--- src/rtl/instr_ram_loader_pkg.sv ---
// Shared definitions for the instruction-RAM loader and the RAM/fetch side.
package instr_ram_loader_pkg;

  // Instruction word width written into instruction RAM.
  localparam int unsigned INSTR_W = 32;

  // RW encoding on the shared RAM port triple (Enable, RW, Address).
  localparam logic RW_READ  = 1'b1;
  localparam logic RW_WRITE = 1'b0;

  // Loader control states.
  typedef enum logic [2:0] {
    IDLE,
    COLLECT,
    WRITE,
    DONE,
    ERROR
  } state_t;

endpackage

--- src/rtl/instr_ram_loader_byte_packer.sv ---
// Packs four bytes, big-endian, into one instruction word.
// The first byte lands in [31:24] and the fourth byte in [7:0].
module instr_ram_loader_byte_packer
  import instr_ram_loader_pkg::*;
(
  input  logic               clk,
  input  logic               reset,
  input  logic               clear,
  input  logic               accept,
  input  logic [7:0]         byte_in,
  output logic [INSTR_W-1:0] word_next,
  output logic               word_full
);

  logic [1:0]         index_q, index_d;
  logic [INSTR_W-1:0] word_q, word_d;

  // Drop the incoming byte into its lane and advance the byte index.
  always_comb begin
    index_d   = index_q;
    word_d    = word_q;
    word_next = word_q;
    unique case (index_q)
      2'd0:    word_next[31:24] = byte_in;
      2'd1:    word_next[23:16] = byte_in;
      2'd2:    word_next[15:8]  = byte_in;
      default: word_next[7:0]   = byte_in;
    endcase
    word_full = accept && (index_q == 2'd3);
    if (clear) begin
      index_d = '0;
      word_d  = '0;
    end else if (accept) begin
      index_d = index_q + 2'd1;
      word_d  = word_next;
    end
  end

  // Index and partial-word registers.
  always_ff @(posedge clk) begin
    if (reset) begin
      index_q <= '0;
      word_q  <= '0;
    end else begin
      index_q <= index_d;
      word_q  <= word_d;
    end
  end

endmodule

--- src/rtl/instr_ram_loader.sv ---
// Instruction-RAM loader: turns a program byte stream into 32-bit word
// writes on the RAM port the fetch path uses, holding the CPU off meanwhile.
module instr_ram_loader
  import instr_ram_loader_pkg::*;
#(
  parameter int unsigned       ADDR_W     = 16,
  parameter logic [ADDR_W-1:0] START_ADDR = '0,
  parameter int unsigned       MAX_WORDS  = 16
) (
  input  logic               Clk,
  input  logic               Reset,
  input  logic               start,
  input  logic               byte_valid,
  input  logic [7:0]         byte_data,
  input  logic               byte_last,
  output logic               byte_ready,
  output logic               ram_enable,
  output logic               ram_rw,
  output logic [ADDR_W-1:0]  ram_address,
  output logic [INSTR_W-1:0] ram_data,
  output logic               cpu_hold,
  output logic               busy,
  output logic               done,
  output logic               error,
  output logic [ADDR_W-1:0]  word_count
);

  localparam logic [ADDR_W-1:0] MAX_WORDS_C = ADDR_W'(MAX_WORDS);

  state_t             state_q, state_d;
  logic [ADDR_W-1:0]  word_count_q, word_count_d;
  logic [ADDR_W-1:0]  ram_addr_q, ram_addr_d;
  logic [INSTR_W-1:0] ram_data_q, ram_data_d;
  logic               last_seen_q, last_seen_d;
  logic [ADDR_W-1:0]  count_inc;

  logic               accept;
  logic               pk_clear;
  logic               pk_full;
  logic [INSTR_W-1:0] pk_word_next;

  assign accept = byte_valid && byte_ready;

  instr_ram_loader_byte_packer u_packer (
    .clk       (Clk),
    .reset     (Reset),
    .clear     (pk_clear),
    .accept    (accept),
    .byte_in   (byte_data),
    .word_next (pk_word_next),
    .word_full (pk_full)
  );

  // Next-state logic; the write address/data are captured on the fourth
  // byte so they are stable during WRITE and hold afterwards.
  always_comb begin
    state_d      = state_q;
    word_count_d = word_count_q;
    ram_addr_d   = ram_addr_q;
    ram_data_d   = ram_data_q;
    last_seen_d  = last_seen_q;
    pk_clear     = 1'b0;
    count_inc    = word_count_q + 1'b1;
    unique case (state_q)
      IDLE, DONE, ERROR: begin
        if (start) begin
          state_d      = COLLECT;
          word_count_d = '0;
          last_seen_d  = 1'b0;
          pk_clear     = 1'b1;
        end
      end
      COLLECT: begin
        if (accept) begin
          if (pk_full) begin
            state_d     = WRITE;
            last_seen_d = byte_last;
            ram_addr_d  = START_ADDR + word_count_q;
            ram_data_d  = pk_word_next;
          end else if (byte_last) begin
            state_d  = ERROR;
            pk_clear = 1'b1;
          end
        end
      end
      WRITE: begin
        word_count_d = count_inc;
        if (last_seen_q) begin
          state_d = DONE;
        end else if (count_inc == MAX_WORDS_C) begin
          state_d = ERROR;
        end else begin
          state_d = COLLECT;
        end
      end
      default: state_d = IDLE;
    endcase
  end

  // State, counter and RAM-port registers.
  always_ff @(posedge Clk) begin
    if (Reset) begin
      state_q      <= IDLE;
      word_count_q <= '0;
      ram_addr_q   <= '0;
      ram_data_q   <= '0;
      last_seen_q  <= 1'b0;
    end else begin
      state_q      <= state_d;
      word_count_q <= word_count_d;
      ram_addr_q   <= ram_addr_d;
      ram_data_q   <= ram_data_d;
      last_seen_q  <= last_seen_d;
    end
  end

  // Output decode from the registered state.
  always_comb begin
    byte_ready  = (state_q == COLLECT);
    ram_enable  = (state_q == WRITE);
    ram_rw      = (state_q == WRITE) ? RW_WRITE : RW_READ;
    busy        = (state_q == COLLECT) || (state_q == WRITE);
    cpu_hold    = (state_q == COLLECT) || (state_q == WRITE) || (state_q == ERROR);
    done        = (state_q == DONE);
    error       = (state_q == ERROR);
    ram_address = ram_addr_q;
    ram_data    = ram_data_q;
    word_count  = word_count_q;
  end

endmodule

--- config.mk ---
export PLATFORM = sky130hd
export DESIGN_NAME = instr_ram_loader
export DESIGN_NICKNAME = d
export VERILOG_FILES = /design/src/rtl/instr_ram_loader_pkg.sv /design/src/rtl/instr_ram_loader_byte_packer.sv /design/src/rtl/instr_ram_loader.sv
export SDC_FILE = /design/constraint.sdc
export NUM_CORES = 1
export LEC_CHECK = 0
export CORE_MARGIN = 5
export CORE_UTILIZATION = 30
export DETAILED_ROUTE_END_ITERATION = 8
export SKIP_LAST_GASP = 1
export SYNTH_ARGS = -nofsm -noshare
export SYNTH_HDL_FRONTEND = slang
export SYNTH_SLANG_ARGS = --single-unit
--- constraint.sdc ---
create_clock -name Clk -period 2.7 [get_ports Clk]
set_clock_uncertainty 0.1 [all_clocks]
set_input_delay 0.405 -clock Clk [delete_from_list [all_inputs] [get_ports Clk]]
set_output_delay 0.405 -clock Clk [all_outputs]
set_load 0.005 [all_outputs]
# Word level (Yosys, flattened, before mapping)
# Cells that the tools add are included.
# Widths: inputs -> output; s select.
# word_totals
regBits,102
inputBits,13
word_cells,59
# op_classes
addsub,2
eq_ne,12
mux,23
reduce_logical,15
# ops
cell,count
$mux 8,4
$pmux 16 s2,1
$mux 3,6
$add 16x1->16 const B,1
$eq 16x5->1 const B,1
$mux 16,1
$pmux 3 s3,1
$mux 1,8
$eq 3x2->1 const B,2
$reduce_and 3->1,2
$reduce_or 3->1,2
$eq 2x2->1 const B,2
$ne 2x1->1 const B,2
$pmux 1 s2,2
$reduce_and 4->1,1
$reduce_bool 2->1,2
$eq 3x1->1 const B,1
$eq 3x3->1 const B,1
$logic_not 3->1,1
$ne 3x2->1 const B,1
$add 2x1->2 const B,1
$eq 2x1->1 const B,1
$logic_and 1x1->1,2
$logic_not 2->1,1
other kinds (4),5

# Longest topological paths before layout
# Gate-level depths: netlist of the first run.
# logic_depth
depth_word,7
ltp_mapped,7
ltp_nobuf,6

# By module
# A second synthesis of the first run with hierarchy kept.
# unflattened
hier_cells,600
area_unflattened_um2,5051.1
# by_module_without_submodules
module,n_inst,cells_each,area_each_um2,seq_area_each_um2
instr_ram_loader,1,406,3129.3,1361.3
instr_ram_loader_byte_packer,1,194,1921.8,680.7

# Worst setup path after synthesis of the first run
# Ideal clock, no wire load.
# synth_path
path_kind,reg-to-reg
start,register word_count_q[1] (netlist: word_count[1])
end,register state_q[2]
setup_time_ps,117
arrival_time_ps,1776
slack_ps,707
stages_incl_launch_ff,7
path_buffers,0
synth_period_minus_slack_ps,1993
cell_sequence,dfxtp_1 -> ha_1 -> nand4_1 -> nor3_1 -> nor4_1 -> a31o_1 -> a32o_1
# synth_between
elab_chain_len,5
# synth_rtl
item,line,text
start: declaration,instr_ram_loader.sv:31,"logic [ADDR_W-1:0] word_count_q, word_count_d;"
start signal: assignment,instr_ram_loader.sv:110,word_count_q <= word_count_d;
$add 16x1->16,instr_ram_loader.sv:63,count_inc = word_count_q + 1'b1;
$eq 16x5->1,instr_ram_loader.sv:90,end else if (count_inc == MAX_WORDS_C) begin
$mux 3,instr_ram_loader.sv:90,
$mux 3,instr_ram_loader.sv:88,if (last_seen_q) begin
$pmux 3 s3,instr_ram_loader.sv:64,unique case (state_q)
end signal: assignment,instr_ram_loader.sv:109,state_q <= state_d;
end: declaration,instr_ram_loader.sv:30,"state_t state_q, state_d;"
# No other way between the ends.
# A chain may end at the register's enable or synchronous reset.

# Worst setup path after layout of the first run
# layout_path
start,register state_q[1]
end,output port cpu_hold
# layout_between
elab_chain_len,3
elab_cells_between_ends,5
classes_between,eq/ne: 3; reduce/logical: 2
# layout_rtl
item,line,text
$eq 3x1->1 / $eq 3x2->1 (equally long branches),instr_ram_loader.sv:123,cpu_hold = (state_q == COLLECT) || (state_q == WRITE) || (state_q == ERROR);
$logic_or 1x1->1,instr_ram_loader.sv:123,
$logic_or 1x1->1 (*),instr_ram_loader.sv:123,
end: declaration,instr_ram_loader.sv:21,"output logic cpu_hold,"
# Every way passes the cells marked *; elsewhere a longest branch is shown, timed or not.

==> results of run 1 <==
## metal layers
| layer | track usage [%] | share of wire (%) | wire length, um | vias up |
|---|---|---|---|---|
| met5 | 0 | 0 | 0 | - |
| met4 | 4.41 | 1.1 | 130 | 0 |
| met3 | 3.90 | 5.3 | 648 | 8 |
| met2 | 21.6 | 46 | 5640 | 89 |
| met1 | 18.6 | 48 | 5870 | 1922 |
| li1 | - | - | - | 2061 |
## Yosys cell counts (5+ instances only)
master    count
buf_1         5
nor2_1       54
clkbuf_1     30
buf_2        19
ha_1          6
nand3_1      36
mux2i_1      34
nand2_1      79
a21oi_1      66
o21ai_0      17
dfxtp_1     102
a211oi_1     35
inv_1         7
## cell families (layout without fill, tap and decap cells)
family / count (synthesis) / in the layout / synth area share, %
simple gates: 214 / 214 / 22.5
compound gates: 138 / 138 / 18.3
flops: 102 / 102 / 44.2
buf+inv: 63 / 117 / 5.66
mux: 34 / 34 / 7.37
fa+ha+maj: 6 / 6 / 1.63
xor+xnor: 2 / 2 / 0.379
## state kept, by name (all words and copies together) (netlist names)
name,cells
last_seen_q,1
word_count,16
u_packer.word_q,32
u_packer.index_q,2
ram_data,32
ram_address,16
state_q,3
## worst paths after layout
path | endpoint | slack [ns] | cells after the start
max | cpu_hold | 0.21 | 5
min | state_q[2]$_SDFFE_PP0P_ | 0.28 | 3
max reg2reg | state_q[2]$_SDFFE_PP0P_ | 0.29 | 6
min reg2reg | u_packer.word_q[13]$_SDFFE_PP0P_ | 0.35 | 2
## worst max-delay path, stage by stage, from the launching register on
cell and delay [ns]:
dfxtp_1 0.44, inv_2 0.07, or3_1 0.40, nand2b_1 0.12, nand2b_1 0.10, clkdlybuf4s50_1 0.50
## report_power, final
part	switching, W	leakage, nW	internal (W)
clock	0.000603	0.143	0.000728
sequential	0.00000608	0.822	0.00151
combinational	0.0000976	0.904	0.0000551
total	0.000706	1.87	0.00229
## layout make-up
| class | count | area [um2] |
|---|---|---|
| flip-flops and latches | 102 | 2040 |
| clock buffers | 9 | 225 |
| repair buffers | 93 | 926 |
| inverters | 8 | 30.0 |
| well taps | 188 | 235 |
| multi-input cells | 394 | 2320 |
| fillers | 1503 | 9290 |
| clock inverters | 7 | 80.1 |
## metrics by stage
stage / power, W / cells / instance area (um2) / hold WS (ns) / util, %
6_report: 0.00300 / 801 / 5860 / 0.279 / 38.7
5_1_grt: 0.00311 / 801 / 5860 / 0.313 / 38.7
4_1_cts: 0.00304 / 801 / 5860 / 0.273 / 38.7
3_5_place_dp: 0.00170 / 785 / 5550 / 0.346 / 36.6
3_3_place_gp: 0.00170 / 785 / 5550 / 0.341 / 36.6
2_1_floorplan: 0.00165 / 559 / 4620 / 0.336 / -
==> metrics.yaml, run 1 <==
yosys.area.top_type_share_pct: 44.2
rsz0062_at_grt: "no"
synth-seq-cells: 102
setup_ws_ns: 0.209
grt_use_total_pct: 13.8
drv_slew: 0
cts_tree: "done"
clk_latency_ns: 0.36
r2r-start: "word_count[0]$_SDFFE_PP0P_"
drt_iter0_markers: 180
htreeDepth: 3
avgRoutedWirePerCell_um: 15.3
mappedNetlistArea_um2: 4620
finalHoldViolCount: 0
numCtsBuffers: 9
totalWireLength_mm: 12.3
cts-root-buf: "clkbuf_16"
yosys.area.top_type: "dfxtp_1"
gr-total-overflow: 0
place_ws_ns: 0.287
grt_max_degree: 74
status: "complete, no violations"
end_kind: "primary output"
mostFrequentLayoutCells: "102 x dfxtp_1, 82 x clkdlybuf4s50_1, 79 x nand2_1"
fin_tns_setup_ns: 0
max_freq_mhz: 401
cts_sinks: 102
drt_pass1_iterations: 4
yosysSeqAreaShare_pct: 44.2
dieWidth_um: 134
port_buffers: 83
ys_types: 54
dieArea_um2: 18000
avgSynthCellArea_um2: 8.26
synth-async-reset-ratio_pct: 0
worst_slew_pin_slew_ns: 0.776
core_area_um2: 15100
ir_drop_mv: 0.324
setup_viol: 0
dp_hpwl_mm: 8.53
worst_ep_arrival_time_ns: 1.99
required_ns: 2.19
final_common_cell: "dfxtp_1"
synth.net_count: 578
min_path_type: "in -> reg"
ys_top_cells_by_area: "dfxtp_1 44%, mux2i_1 7.4%, a21oi_1 7.2%"
postCtsSetupBuffers: 0
rows: 45
slew-limit-headroom_pct: 48.3
drt-vias-per-instance: 5.09
io_pins: 84
p_leak_nw: 1.87
fin_nets: 627
drc: 0
max_cap_violations: 0
gp_congestion: 0.861
cts_resized: 0
start_util_pct: 30.5
drive_gt1_share_pct: 6.85
hp-start: "Reset"
dr_total_vias: 4080
period_share_pct: 92.3
cp-startpoint: "state_q[1]$_SDFFE_PP0P_"
clk_pin_slew_worst_paths_ns: 0.07
startpoint_type: "flop"
powerDensity_nw_per_um2: 512
path_max_fanout: 6
path_class: "reg -> out"
final_antenna_net_count: 0
cts_buffer_depth: 2
ys.warnings.count: 0
die_h_um: 134
synth-edff-count: 0
syn-instance-count: 559
postCtsHoldBufs: 0
area_growth_pct: 26.8
grt_first_pass_wirelength_mm: 20.1
min_period_ns: 2.49
grt_pass1_vias: 3906
diodes: 0
antenna_found_initial: 0
yosys_most_used_dff: "dfxtp_1"
Note: power is estimated with default switching activity, not from simulation.
==> run 2: changes to the inputs <==
- CELL_PAD_IN_SITES_DETAIL_PLACEMENT: unset -> 2
- CELL_PAD_IN_SITES_GLOBAL_PLACEMENT: unset -> 2
- PLACE_DENSITY_LB_ADDON: unset -> 0.1
==> run 2 against run 1 <==
Effect of this change:
- sequential share of layout area about the same
- register-to-register slack improved by 0.04 ns
- clock power increased by 3%
- wire length increased by 22%
- die area unchanged
- critical path depth unchanged
- sequential power about the same
==> metrics.yaml, run 2 (synthesized netlist as in run 1, its figures left out) <==
ir_drop_mv: 0.299  # was 0.324 mV
swShare_pct: 22.8  # was 23.6%
cpMaxStageDelayCell: "clkdlybuf4s50_1"  # unchanged
cts_tree: "done"  # unchanged
max_freq_mhz: 393  # was 401 MHz
dpl_cell_area_um2: 5550  # about the same
clk_latency_ns: 0.35  # was 0.36 ns
numCtsBuffers: 9  # unchanged
grt_use_total_pct: 17.0  # was 13.8%
rsz0062_at_grt: "no"  # unchanged
crit_chain: "inv_2 -> or3_1 -> nand2b_1 -> nand2b_1 -> clkdlybuf4s50_1"  # unchanged
pwr-share-clk_pct: 44.9  # was 44.4%
startpoint_type: "flop"  # unchanged
rows: 45  # unchanged
crit_top_cell: "nand2b_1"  # unchanged
dp_hpwl_mm: 10.4  # was 8.53 mm
postCtsHoldBufs: 0  # unchanged
drc: 0  # unchanged
core_area_um2: 15100  # unchanged
whs_ns: 0.357  # was 0.279 ns
slew-limit-headroom_pct: 47.3  # was 48.3%
mostFrequentLayoutCells: "101 x dfxtp_1, 82 x clkdlybuf4s50_1, 79 x nand2_1"  # was 102 x dfxtp_1, 82 x clkdlybuf4s50_1, 79 x nand2_1
worst_slew_pin_slew_ns: 0.791  # was 0.776 ns
totalWireLength_mm: 14.9  # was 12.3 mm
drt_iter0_markers: 147  # was 180
required_ns: 2.19  # about the same
grt_max_degree: 43  # was 74
diodes: 0  # unchanged
port_buffers: 83  # unchanged
die_h_um: 134  # unchanged
fin_tns_setup_ns: 0  # unchanged
drive_gt1_share_pct: 7.48  # was 6.85%
postCtsSetupBuffers: 0  # unchanged
period_share_pct: 94.2  # was 92.3%
final_util_pct: 38.7  # about the same
io_pins: 84  # unchanged
power_frac_seq_pct: 49.8  # was 50.5%
gp_congestion: 0.759  # was 0.861
combPwrFrac_pct: 5.3  # was 5.1%
grt_first_pass_wirelength_mm: 24.8  # was 20.1 mm
cts_buffer_depth: 2  # unchanged
drv_slew: 0  # unchanged
nFillCells: 1698  # was 1,503
antenna_found_initial: 0  # unchanged
p_leak_nw: 1.89  # was 1.87 nW
max_stage_delay_ns: 0.51  # was 0.50 ns
area_growth_pct: 27.0  # was 26.8%
start_util_pct: 30.5  # unchanged
final_antenna_net_count: 0  # unchanged
cts-root-buf: "clkbuf_16"  # unchanged
drt-vias-per-instance: 5.32  # was 5.09
status: "complete, no violations"  # unchanged
switchingPower_w: 0.000693  # was 0.000706 W
p_int_w: 0.00235  # was 0.00229 W
grt_pass1_vias: 4619  # was 3,906
cts_sinks: 102  # unchanged
clk_pin_slew_worst_paths_ns: 0.07  # about the same
final_cell_area_um2: 5860  # about the same
end_kind: "primary output"  # unchanged
final_cells: 803  # was 801
max_cap_violations: 0  # unchanged
path_max_fanout: 6  # unchanged
dieWidth_um: 134  # unchanged
gr-total-overflow: 0  # unchanged
drt_pass1_iterations: 4  # unchanged
crit_buf_inv: 2  # unchanged
critical-path-top-delay-family: "simple AND/OR/NAND/NOR gates"  # unchanged
min_period_ns: 2.54  # was 2.49 ns
setup_viol: 0  # unchanged
dr_total_vias: 4270  # was 4,080
final_common_cell: "dfxtp_1"  # unchanged
finalHoldViolCount: 0  # unchanged
path_class: "reg -> out"  # unchanged
fin_nets: 630  # was 627
avgRoutedWirePerCell_um: 18.6  # was 15.3 um
min_path_type: "reg -> reg"  # was in -> reg
dieArea_um2: 18000  # unchanged
dp_cells: 788  # was 785
powerDensity_nw_per_um2: 519  # was 512 nW/um2
worst_ep_arrival_time_ns: 2.04  # was 1.99 ns
htreeDepth: 3  # unchanged
## run 2: cell types whose count changed in the layout (fill, tap and decap cells not counted), sizes merged
cell	previous run	this run
buf	11	14
clkbuf	9	12
clkinv	2	1
clkinvlp	2	1
inv	10	8
## run 2: final timing paths
kind | start | endpoint | slack (ns) | cells after the start
hold reg to reg | ram_address[14]$_SDFFE_PP0P_ | ram_address[14]$_SDFFE_PP0P_ | 0.36 | 2
hold / removal | ram_address[14]$_SDFFE_PP0P_ | ram_address[14]$_SDFFE_PP0P_ | 0.36 | 2
setup reg to reg | word_count[1]$_SDFFE_PP0P_ | state_q[2]$_SDFFE_PP0P_ | 0.33 | 6
setup / recovery | state_q[1]$_SDFFE_PP0P_ | cpu_hold | 0.16 | 5
## run 2: final cells by class
type / instances / area (um2) / area share, %
repair buffers: 96 / 923 / 15.7
inverters: 8 / 30.0 / 0.512
clock buffers: 12 / 267 / 4.54
well taps: 188 / 235 / 4.01
multi-input cells: 394 / 2320 / 39.6
clock inverters: 3 / 42.5 / 0.725
flip-flops and latches: 102 / 2040 / 34.8
## run 2: routing by layer
layer	routed length (um)	vias up	GRT usage, %
met5	0	-	0
met4	136	0	3.56
met3	605	9	4.28
met2	6850	79	27.5
met1	7330	2125	23.1
li1	-	2057	-
## run 2: power by group through the flow
stage               combinational [W]  sequential (W)  clock, W
CTS                          0.000165         0.00152   0.00142
finish                       0.000162         0.00152   0.00137
detailed placement           0.000164         0.00155         0
global placement             0.000160         0.00155         0
global route                 0.000178         0.00152   0.00147
floorplan                   0.0000974         0.00155         0
## run 2: worst register-to-register path, cell delays in order (launching register included)
cell and delay (ns):
dfxtp_2 0.46, ha_1 0.29, nand4_1 0.29, nor3_2 0.34
a41oi_1 0.19, nor4_2 0.40, a32o_1 0.23
## run 2: timing repair
action / CTS / global route
hold endpoints to repair: 0 / 0
resized for setup: 0 / 2
setup endpoints to repair: 0 / 2
## run 2: through the flow
stage               worst slack [ns]  total power [W]
finish                         0.157          0.00304
global route                  0.0245          0.00317
CTS                           0.0750          0.00310
detailed placement            0.0874          0.00171
global placement               0.167          0.00171
floorplan                      0.707          0.00165
==> patch (settings of run 2) <==
Put a register stage on the output `error`, with the module's reset. The value now appears one clock later. The other outputs are not delayed to match.
--- a/src/rtl/instr_ram_loader.sv
+++ b/src/rtl/instr_ram_loader.sv
@@ -26,6 +26,8 @@
 );
 
   localparam logic [ADDR_W-1:0] MAX_WORDS_C = ADDR_W'(MAX_WORDS);
+
+  logic error_d;
 
   state_t             state_q, state_d;
   logic [ADDR_W-1:0]  word_count_q, word_count_d;
@@ -122,11 +124,19 @@
     busy        = (state_q == COLLECT) || (state_q == WRITE);
     cpu_hold    = (state_q == COLLECT) || (state_q == WRITE) || (state_q == ERROR);
     done        = (state_q == DONE);
-    error       = (state_q == ERROR);
+    error_d     = (state_q == ERROR);
     ram_address = ram_addr_q;
     ram_data    = ram_data_q;
     word_count  = word_count_q;
   end
 
+  always_ff @(posedge Clk) begin
+    if (Reset) begin
+      error <= '0;
+    end else begin
+      error <= error_d;
+    end
+  end
+
 endmodule
 
Behaviour: not the same (a bounded check fails within 4 cycles, from zero or initial values and one cycle with Reset high).
==> patch against run 2 <==
Design area is 0.98% higher. Sequential cell count is 1 higher. Global-route usage is 0.18 points lower. Synthesized area is 0.19% lower. Worst setup slack better by 42 ps. Total power is 6.9% higher. Routed wire length is 0.99% higher. Clock power is 14% higher.
==> patch: results (changes against run 2) <==
| Metric | Value |
|---|---|
| Slowest CP cell | `dfxtp_1` |
| CP Data Arrival Time | `2000 ps (-40 ps)` |
| DR vias | `4255 (-0.35%)` |
| Crit path max-delay family | `buffers and inverters` |
| Area occupied by registers | `2060 µm² (+0.92%)` |
| Final core utilization | `39.1% (+0.38 points)` |
| Ranking of synthesized cells by area | `dfxtp_1, a21oi_1, mux2i_1, nand2_1, a211oi_1` |
| Placed cells | `792 (+0.51%)` |
| CP peak stage delay | `560 ps (+50 ps)` |
| Multi-input comb cells | `399 (+1.3%)` |
| Post-synthesis adder-cell area fraction | `1.63% (+0.0031 points)` |
| First-pass GRT wire length | `24500 µm (-1.0%)` |
| Area of the multi-input gates | `2280 µm² (-2.0%)` |
| Vias per Instance | `5.27 (-0.97%)` |
| Leak Pwr | `1.94 nW (+2.6%)` |
| Synth Area in XOR/XNOR | `0.570% (+0.19 points)` |
| Overall Global Routing Usage | `16.8% (-0.18 points)` |
| Seq/Total Area, Yosys | `44.7% (+0.52 points)` |
| Nets | `634 (+0.63%)` |
| DP Area | `5570 µm² (+0.41%)` |
| DP HPWL | `10500 µm (+0.45%)` |
| Commonest cells post-synth | `dfxtp_1, nand2_1, a21oi_1, nor2_1, nand3_1` |
| Status | `complete, no violations` |
| Mux cell area share after synthesis | `7.16% (-0.20 points)` |
| Iter 0 DRT Violations | `172 (+17%)` |
| Share of cells above drive strength 1 | `6.45% (-1.0 points)` |
-- patch: cell types whose count changed after synthesis, moves of 3 or more --
cell             run 2  this run
o21ai_1              0        15
or3_1                3         6
buf_1                5         0
nand3_1             36        40
buf_4                0         5
inv_1                7         4
and3_1               3         6
o21ai_0             17         4
nor4_1               4         0
a21oi_1             66        74
clkbuf_1            30        35
buf_2               19        13
-- patch: final timing paths --
path / from / to / slack, ps / cells past startpoint
worst max-delay path: state_q[1] / ram_enable / 200 / 4
worst min-delay path: u_packer.word_q[28] / u_packer.word_q[28] / 360 / 2
worst max register to register: word_count[5] / state_q[0] / 400 / 5
worst min register to register: u_packer.word_q[28] / u_packer.word_q[28] / 360 / 2
-- patch: routing by layer --
metal / vias up / track usage (%) / wire length, µm
met5: - / 0 / 0
met4: 0 / 5.14 / 208
met3: 13 / 2.93 / 502
met2: 68 / 26.9 / 6790
met1: 2105 / 23.2 / 7570
li1: 2069 / - / -
